<file path="src/rtl/vga_timing_pkg.sv">
// Shared timing constants for the VGA timing generator: default 640x480@60 timing,
// sync polarity and Pmod channel width.
package vga_timing_pkg;

    localparam int DEF_H_ACTIVE = 640;
    localparam int DEF_H_FP     = 16;
    localparam int DEF_H_SYNC   = 96;
    localparam int DEF_H_BP     = 48;
    localparam int DEF_V_ACTIVE = 480;
    localparam int DEF_V_FP     = 10;
    localparam int DEF_V_SYNC   = 2;
    localparam int DEF_V_BP     = 33;

    localparam int DEF_H_TOTAL = DEF_H_ACTIVE + DEF_H_FP + DEF_H_SYNC + DEF_H_BP;
    localparam int DEF_V_TOTAL = DEF_V_ACTIVE + DEF_V_FP + DEF_V_SYNC + DEF_V_BP;

    localparam int CNT_W = 10;
    localparam int CH_W  = 2;

    localparam logic SYNC_ASSERT = 1'b0;
    localparam logic SYNC_IDLE   = 1'b1;

    function automatic logic [CH_W-1:0] ch_fill(input logic b);
        return {CH_W{b}};
    endfunction

endpackage

</file>
<file path="src/rtl/vga_delay_line.sv">
// Fixed-depth shift register with synchronous active-low clear to a configurable value;
// aligns sync/blank (and bar index) with the renderer's colour latency.
module vga_delay_line #(
    parameter int              WIDTH   = 3,
    parameter int              DEPTH   = 3,
    parameter logic [WIDTH-1:0] CLR_VAL = '0
) (
    input  logic             i_clk,
    input  logic             i_clr_n,
    input  logic [WIDTH-1:0] i_d,
    output logic [WIDTH-1:0] o_q
);

    logic [WIDTH-1:0] r_stage [DEPTH];

    always_ff @(posedge i_clk) begin
        if (!i_clr_n) begin
            for (int i = 0; i < DEPTH; i++) r_stage[i] <= CLR_VAL;
        end else begin
            r_stage[0] <= i_d;
            for (int i = 1; i < DEPTH; i++) r_stage[i] <= r_stage[i-1];
        end
    end

    assign o_q = r_stage[DEPTH-1];

endmodule

</file>
<file path="src/rtl/vga_timing_gen.sv">
// VGA pixel counters, sync/blank generation delayed by PIPE_LAT, and RGB output stage.
// Optional colour-bar test pattern: define VGA_TEST_PATTERN_EN.
module vga_timing_gen
    import vga_timing_pkg::*;
#(
    parameter int H_ACTIVE = DEF_H_ACTIVE,
    parameter int H_FP     = DEF_H_FP,
    parameter int H_SYNC   = DEF_H_SYNC,
    parameter int H_BP     = DEF_H_BP,
    parameter int V_ACTIVE = DEF_V_ACTIVE,
    parameter int V_FP     = DEF_V_FP,
    parameter int V_SYNC   = DEF_V_SYNC,
    parameter int V_BP     = DEF_V_BP,
    parameter int PIPE_LAT = 3
) (
    input  logic             clk,
    input  logic             reset,
    input  logic             colour,
`ifdef VGA_TEST_PATTERN_EN
    input  logic             test_mode,
`endif
    output logic [CNT_W-1:0] counter_H,
    output logic [CNT_W-1:0] counter_V,
    output logic             frame_tick,
    output logic             hsync,
    output logic             vsync,
    output logic [CH_W-1:0]  red,
    output logic [CH_W-1:0]  green,
    output logic [CH_W-1:0]  blue
);

    localparam int H_TOTAL = H_ACTIVE + H_FP + H_SYNC + H_BP;
    localparam int V_TOTAL = V_ACTIVE + V_FP + V_SYNC + V_BP;

    localparam logic [CNT_W-1:0] H_LAST   = CNT_W'(H_TOTAL - 1);
    localparam logic [CNT_W-1:0] V_LAST   = CNT_W'(V_TOTAL - 1);
    localparam logic [CNT_W-1:0] H_ACT    = CNT_W'(H_ACTIVE);
    localparam logic [CNT_W-1:0] V_ACT    = CNT_W'(V_ACTIVE);
    localparam logic [CNT_W-1:0] HS_FIRST = CNT_W'(H_ACTIVE + H_FP);
    localparam logic [CNT_W-1:0] HS_LAST  = CNT_W'(H_ACTIVE + H_FP + H_SYNC - 1);
    localparam logic [CNT_W-1:0] VS_FIRST = CNT_W'(V_ACTIVE + V_FP);
    localparam logic [CNT_W-1:0] VS_LAST  = CNT_W'(V_ACTIVE + V_FP + V_SYNC - 1);

`ifdef VGA_TEST_PATTERN_EN
    localparam int              DL_W   = 6;
    localparam logic [DL_W-1:0] DL_CLR = {SYNC_IDLE, SYNC_IDLE, 1'b0, 3'b000};
`else
    localparam int              DL_W   = 3;
    localparam logic [DL_W-1:0] DL_CLR = {SYNC_IDLE, SYNC_IDLE, 1'b0};
`endif

    logic [CNT_W-1:0] r_h_p0, r_v_p0;
    logic             r_frame_tick;
    logic [CNT_W-1:0] w_h_next, w_v_next;
    logic             w_h_wrap;

    assign w_h_wrap = (r_h_p0 == H_LAST);
    assign w_h_next = w_h_wrap ? '0 : r_h_p0 + CNT_W'(1);
    assign w_v_next = !w_h_wrap         ? r_v_p0 :
                      (r_v_p0 == V_LAST) ? '0     : r_v_p0 + CNT_W'(1);

    // stage p0: counters; frame_tick is decoded from the next count so it coincides with (0, V_ACTIVE)
    always_ff @(posedge clk) begin
        if (!reset) begin
            r_h_p0       <= '0;
            r_v_p0       <= '0;
            r_frame_tick <= 1'b0;
        end else begin
            r_h_p0       <= w_h_next;
            r_v_p0       <= w_v_next;
            r_frame_tick <= (w_h_next == '0) && (w_v_next == V_ACT);
        end
    end

    logic w_de_p0, w_hs_n_p0, w_vs_n_p0;

    assign w_de_p0   = (r_h_p0 < H_ACT) && (r_v_p0 < V_ACT);
    assign w_hs_n_p0 = (r_h_p0 >= HS_FIRST && r_h_p0 <= HS_LAST) ? SYNC_ASSERT : SYNC_IDLE;
    assign w_vs_n_p0 = (r_v_p0 >= VS_FIRST && r_v_p0 <= VS_LAST) ? SYNC_ASSERT : SYNC_IDLE;

    logic [DL_W-1:0] w_dl_in, w_dl_out;
    logic            w_de_pd, w_hs_n_pd, w_vs_n_pd;

`ifdef VGA_TEST_PATTERN_EN
    logic [2:0] w_bar_pd;
    assign w_dl_in = {w_hs_n_p0, w_vs_n_p0, w_de_p0, r_h_p0[9:7]};
    assign {w_hs_n_pd, w_vs_n_pd, w_de_pd, w_bar_pd} = w_dl_out;
`else
    assign w_dl_in = {w_hs_n_p0, w_vs_n_p0, w_de_p0};
    assign {w_hs_n_pd, w_vs_n_pd, w_de_pd} = w_dl_out;
`endif

    vga_delay_line #(
        .WIDTH   (DL_W),
        .DEPTH   (PIPE_LAT),
        .CLR_VAL (DL_CLR)
    ) u_delay (
        .i_clk   (clk),
        .i_clr_n (reset),
        .i_d     (w_dl_in),
        .o_q     (w_dl_out)
    );

    logic [CH_W-1:0] w_red, w_green, w_blue;

    always_comb begin
        w_red   = '0;
        w_green = '0;
        w_blue  = '0;
        if (w_de_pd) begin
`ifdef VGA_TEST_PATTERN_EN
            if (test_mode) begin
                w_red   = ch_fill(w_bar_pd[2]);
                w_green = ch_fill(w_bar_pd[1]);
                w_blue  = ch_fill(w_bar_pd[0]);
            end else
`endif
            begin
                w_red   = ch_fill(colour);
                w_green = ch_fill(colour);
                w_blue  = ch_fill(colour);
            end
        end
    end

    logic            r_hsync_p1, r_vsync_p1;
    logic [CH_W-1:0] r_red_p1, r_green_p1, r_blue_p1;

    // stage p1: output register, one cycle after colour is sampled
    always_ff @(posedge clk) begin
        if (!reset) begin
            r_hsync_p1 <= SYNC_IDLE;
            r_vsync_p1 <= SYNC_IDLE;
            r_red_p1   <= '0;
            r_green_p1 <= '0;
            r_blue_p1  <= '0;
        end else begin
            r_hsync_p1 <= w_hs_n_pd;
            r_vsync_p1 <= w_vs_n_pd;
            r_red_p1   <= w_red;
            r_green_p1 <= w_green;
            r_blue_p1  <= w_blue;
        end
    end

    assign counter_H  = r_h_p0;
    assign counter_V  = r_v_p0;
    assign frame_tick = r_frame_tick;
    assign hsync      = r_hsync_p1;
    assign vsync      = r_vsync_p1;
    assign red        = r_red_p1;
    assign green      = r_green_p1;
    assign blue       = r_blue_p1;

endmodule
</file>
<file path="config.mk">
export PLATFORM = sky130hd
export DESIGN_NAME = vga_timing_gen
export DESIGN_NICKNAME = d
export VERILOG_FILES = /design/src/rtl/vga_timing_pkg.sv /design/src/rtl/vga_delay_line.sv /design/src/rtl/vga_timing_gen.sv
export SDC_FILE = /design/constraint.sdc
export NUM_CORES = 1
export LEC_CHECK = 0
export CAP_MARGIN = 30
export CELL_PAD_IN_SITES_DETAIL_PLACEMENT = 1
export CELL_PAD_IN_SITES_GLOBAL_PLACEMENT = 1
export CORE_MARGIN = 2
export CORE_UTILIZATION = 38
export CTS_CLUSTER_SIZE = 40
export DETAILED_ROUTE_END_ITERATION = 12
export GPL_TIMING_DRIVEN = 0
export PLACE_DENSITY = 0.86
export SYNTH_ARGS = -nofsm -noshare
export SYNTH_HDL_FRONTEND = slang
export SYNTH_SLANG_ARGS = --single-unit
</file>
<file path="constraint.sdc">
create_clock -name clk -period 3 [get_ports clk]
set_clock_uncertainty 0.2 [all_clocks]
set_input_delay 0.3 -clock clk [delete_from_list [all_inputs] [get_ports clk]]
set_output_delay 0.3 -clock clk [all_outputs]
set_load 0.005 [all_outputs]
</file>
== After elaboration in Yosys (flattened, before gate mapping) ==
Memory sizes are Yosys's and may differ from the RTL's.
Index checks and enable logic that the tools add are counted.
Widths: inputs -> output; s select.

* Bits in registers: 24
* Bits in writable memories: 9
* Bits of input ports: 3
* Output and inout bits: 29
* Word-level logic and storage cells: 37
* Memories: 1

{| class="wikitable"
|+ Memories
! memory !! words !! bits a word !! read ports !! clocked after Yosys merged registers in !! wr ports !! RTL line !! text
|-
| u_delay.r_stage || 3 || 3 || 3 || 0 || 3 || vga_delay_line.sv:14 || <nowiki>logic [WIDTH-1:0] r_stage [DEPTH];</nowiki>
|}

* Add/sub/neg operators: 2
* Magnitude comparators: 6
* Equal/unequal tests: 3
* Multiplexer cells: 10
* Bitwise gates (word level): 3
* Reductions and logical operators: 6

{| class="wikitable"
|+ Operators with widths
! operator !! count
|-
| $mux 10 || 3
|-
| $add 10x1->10 const B || 2
|-
| $eq 10x10->1 const B || 2
|-
| $eq 10x9->1 const B || 1
|-
| $ge 10x10->1 const B || 1
|-
| $ge 10x9->1 const B || 1
|-
| $le 10x10->1 const B || 1
|-
| $le 10x9->1 const B || 1
|-
| $logic_not 10->1 || 1
|-
| $lt 10x10->1 const B || 1
|-
| $lt 10x9->1 const B || 1
|-
| $mux 3 || 3
|-
| $logic_and 1x1->1 || 4
|-
| $mux 1 || 4
|-
| $or 1x1->1 || 3
|-
| $reduce_and 2->1 || 1
|}

== Longest topological paths before layout ==
* Word-level depth: 5
* Gate-level depth with buffers: 7

== Modules after synthesis ==
A second synthesis with hierarchy kept.

* Cell total of the unflattened synthesis: 200
* Area total of the unflattened synthesis: 1732.9 um^2

{| class="wikitable"
|+ By module, submodules not included
! module !! times used !! cells each !! area an instance (um^2) !! seq. area each (um^2)
|-
| vga_timing_gen || 1 || 179 || 1473.9 || 480.5
|-
| vga_delay_line || 1 || 21 || 259.0 || 180.2
|}

== Worst setup path before layout ==
No wires, ideal clock.

* Kind: reg2reg
* Start: register r_h_p0[0], in the netlist counter_H[0]
* End: register r_frame_tick, in the netlist frame_tick
* Arrival time: 2.240 ns
* Data required time: 2.697 ns
* Setup slack: 0.457 ns
* Cell stages (with the launch flop): 7
* Buffers on the path: 0
* Path through: dfxtp_1 ha_1 and3_2 nand3_4 or4_4 a221o_1 a2111oi_2

* Word-level cells in the longest chain between the ends: 4

{| class="wikitable"
|+ RTL lines
! what !! RTL line !! text
|-
| start: declaration || vga_timing_gen.sv:52 || <nowiki>logic [CNT_W-1:0] r_h_p0, r_v_p0;</nowiki>
|-
| start signal: assignment || vga_timing_gen.sv:69 || <nowiki>r_h_p0 <= w_h_next;</nowiki>
|-
| $add 10x1->10 / $eq 10x10->1 (equally long branches) || vga_timing_gen.sv:58, vga_timing_gen.sv:57 ||
|-
| $mux 10, on equally long branches || vga_timing_gen.sv:58, vga_timing_gen.sv:59 ||
|-
| $logic_not 10->1 / $eq 10x9->1 (equally long branches) || vga_timing_gen.sv:71 || <nowiki>r_frame_tick <= (w_h_next == '0) && (w_v_next == V_ACT);</nowiki>
|-
| $logic_and 1x1->1 * || vga_timing_gen.sv:71 ||
|-
| end signal: assignment || vga_timing_gen.sv:71 ||
|-
| end: declaration || vga_timing_gen.sv:53 || <nowiki>logic r_frame_tick;</nowiki>
|}

Every way passes the cells marked *; elsewhere a longest branch is shown, timed or not.
A chain may end at the register's enable or synchronous reset.

== Worst setup path in the final report ==
Ends and elaborated chain as after synthesis.

==> flow_summary_export.csv <==
group,metric,value,unit
status,status,"finished clean",
pwr,p_leak,0.740,nW
grt,grt_pass1_vias,1479,
pwr,p_switching,0.197,mW
clock_network,cts_setup_buffers,0,
setup_path,crit_cells,6,
pwr,p_total,0.824,mW
timing,finalSetupTns,0,ns
drt,drt-pass1-iter-count,4,
synth,syn_inst,183,
setup_path,endpoint_kind,"register",
synth,synth_cell_types,49,
synth,ys_warn_count,0,
timing,max_freq,0.348,GHz
synth,yosys-top-cells-area,"dfxtp_1 (40%), xnor2_1 (4.3%), ha_1 (3.8%), nand4_1 (3.1%), and2_1 (2.7%)",
final_layout,syn_to_final_growth,28.0,%
synth,yosys.area.top_type,"dfxtp_1",
synth,synth_mux_area_share,0.610,%
drt,drcViolationCount,0,
setup_path,r2r-end,"frame_tick$_SDFF_PN0_",
timing,hold_viol_final,0,
pwr,ir_drop,0.241,mV
floorplan,rows,23,
pwr,swShare,24.0,%
setup_path,cp_cell_sequence,"ha_1 > and3_2 > nand3_4 > or4_4 > a221o_1 > a2111oi_2",
grt,grt_max_degree,12,
floorplan,core,4090,µm²
drt,vias_per_cell,5.43,
placed_design,gp_congestion,0.856,
pwr,p_clk_share,39.7,%
synth,syn_nets,191,
job,drv_cap,0,
floorplan,fp.dieH,69.7,µm
synth,ys_seq_area_share,40.3,%
setup_path,arrival,2.86,ns
synth,post-synth-top-area-fraction,40.3,%
placed_design,io_buffers,31,
final_layout,multi_input_area,875,µm²
synth,yosys.area_share.simple,30.1,%
timing,finalSetupViolCount,0,
pwr,powerDensity,392,nW/µm²
placed_design,place_inst,264,
timing,finalCriticalPeriod,2.87,ns
final_layout,fin_nets,229,
synth,ys.flop_type,"dfxtp_1",
drt,via_count,1477,
clock_network,cts_inserted_buffers,5,
final_layout,finalNonFillerCells,272,
synth,avgSynthCellArea,8.96,µm²
floorplan,dieWidth,69.7,µm
drt,drt_wl_total,4230,µm
setup_path,cp_slowest_cell,"or4_4",
setup_path,path_class,"reg -> reg",
hold_path,worstHoldPathType,"reg -> reg",
clock_network,clockRootBuffer,"clkbuf_8",
drt,detail_route.wl_per_cell,15.5,µm
synth,ys_ff_latch,33,
synth,synth_top_family_by_area,"simple AND/OR/NAND/NOR gates",
clock_network,cts_buffer_depth,2,
timing,tightest_slew,0.784,ns
floorplan,io_pins,32,
clock_network,clock-sinks,33,
setup_path,crit_end,"frame_tick$_SDFF_PN0_",
grt,grt_use_total,18.2,%
setup_path,required,2.98,ns
synth,async_flop_share,0,%
synth,synth_area,1640,µm²
setup_path,crit_family,"simple AND/OR/NAND/NOR gates",
final_layout,antenna_cells,0,
clock_network,cts-resized-gates,0,
synth,synth_compound_area_share,11.9,%
clock_network,clk_pin_slew,0.07,ns
synth,synth_xor_area_share,6.94,%
setup_path,startpoint,"counter_H[0]$_SDFF_PN0_",
grt,grt_pass1_wl,7090,µm
drt,ant_nets,0,
synth,synth_fa_ha_area_share,3.81,%
pwr,p_comb_share,5.3,%
timing,rsz0062_at_grt,"no",
setup_path,r2r_setup_slack,0.13,ns
timing,slew_viol_final,0,
setup_path,reg2reg_depth,6,
floorplan,initial_core_util,40.1,%
grt,gr-total-overflow,0,
setup_path,r2r_start,"counter_H[0]$_SDFF_PN0_",
clock_network,insertion_delay,0.29,ns
pwr,internal-power,0.626,mW
pwr,seqPwrFrac,55.0,%
setup_path,max_stage_delay,0.54,ns
final_layout,n_fill_cell,487,
synth,synth_edf_count,0,
timing,fin_crit_sh,95.7,%
placed_design,hpwl,3090,µm
timing,worst_slew_margin_rel,47.3,%
clock_network,postCtsHoldBufs,0,
clock_network,cts_tree,"done",
final_layout,drive_gt1_share,9.01,%
drt,first_iter_violations,41,
placed_design,placed_area,2010,µm²
floorplan,die_area,4860,µm²
setup_path,critPathBufInv,0,
timing,whs,0.213,ns
setup_path,startpoint_type,"register",
grt,antenna_found_initial,0,
hold_path,worstHoldStart,"u_delay.r_stage[0][2]$_SDFF_PN1_",
final_layout,fin_area,2100,µm²
final_layout,regArea,661,µm²
setup_path,worstPathMaxFanout,9,
clock_network,h-tree-depth,2,
## power groups by stage
stage	Clock [mW]	Sequential (mW)	Combinational (mW)
finish	0.327	0.453	0.0437
detailed placement	0	0.463	0.0443
floorplan	0	0.462	0.0213
global placement	0	0.462	0.0428
global route	0.364	0.454	0.0485
CTS	0.336	0.453	0.0445
## layout by cell type (no fill, tap or decap), types with 2 or more instances in the layout
cell | netlist | final
nor4b_1 | 2 | 2
and3_1 | 5 | 5
clkdlybuf4s50_1 | 0 | 31
nor4_1 | 5 | 5
o21a_1 | 2 | 2
xnor2_1 | 8 | 8
clkbuf_1 | 9 | 9
nand2b_1 | 7 | 7
a31oi_1 | 3 | 3
nor2b_1 | 2 | 2
inv_1 | 6 | 6
a21oi_1 | 7 | 7
nor3_1 | 5 | 5
dfxtp_1 | 33 | 33
clkinv_2 | 0 | 2
or3_1 | 2 | 2
clkbuf_8 | 0 | 5
and2_1 | 7 | 7
nand2_1 | 10 | 10
ha_1 | 5 | 5
xor2_1 | 5 | 5
nor2_1 | 11 | 11
buf_4 | 5 | 5
nand3b_1 | 2 | 2
nand3_1 | 8 | 8
nand4_1 | 8 | 8
## sequential cells by signal, indices dropped and copies added, names as in the netlist
| register | cells |
|---|---|
| counter_H | 10 |
| vsync | 1 |
| frame_tick | 1 |
| blue | 1 |
| counter_V | 10 |
| u_delay.r_stage | 9 |
| hsync | 1 |
## routing by layer
metal | routed length, µm | vias up | GRT usage (%)
li1 | - | 724 | -
met1 | 2030 | 711 | 24.4
met2 | 1950 | 36 | 29.2
met3 | 183 | 6 | 4.51
met4 | 61 | 0 | 5.13
met5 | 0 | - | 0
## cells by family after synthesis
family                   count (synthesis)
AO/OA/AOI/OAI                           27
XOR/XNOR                                13
adder cells (fa/ha/maj)                  5
buffers and inverters                   21
flip-flops                              33
multiplexers                             1
AND/OR/NAND/NOR                         83
## how the worst min path moves through the flow
| stage | endpoint | cells after the start |
|---|---|---|
| after detailed placement | u_delay.r_stage[0][5]$_SDFF_PN1_ | 1 |
| final | u_delay.r_stage[0][5]$_SDFF_PN1_ | 1 |
| after global routing | u_delay.r_stage[0][5]$_SDFF_PN1_ | 1 |
| after CTS | u_delay.r_stage[0][4]$_SDFF_PN1_ | 1 |
| after global placement | u_delay.r_stage[0][4]$_SDFF_PN1_ | 1 |
| after floorplan | u_delay.r_stage[0][7]$_SDFF_PN1_ | 1 |
## through the flow
stage | util, % | worst slack (ns)
after detailed placement | 49.3 | 0.163
final | 51.4 | 0.129
after global routing | 51.4 | 0.0565
after global placement | 49.3 | 0.187
after CTS | 51.4 | 0.145
after floorplan | - | 0.457
## area by class of cell
cell class / count / share of cell area (%)
Buffer: 15 / 3.93
Clock buffer: 5 / 3.28
Clock inverter: 3 / 0.834
Inverter: 6 / 1.07
Multi-Input combinational cell: 129 / 41.7
Sequential cell: 33 / 31.5
Tap cell: 50 / 2.98
Timing Repair Buffer: 31 / 14.8
## cell usage after synthesis (all sizes together), types with 6 or more instances
cell     n
nand4    8
inv      6
nand2   10
nand2b   7
clkbuf   9
buf      6
and3     6
a21oi    7
and2     7
xnor2    8
nor2    11
dfxtp   33
nand3    9
No activity file was read; power rests on OpenSTA's default activity.
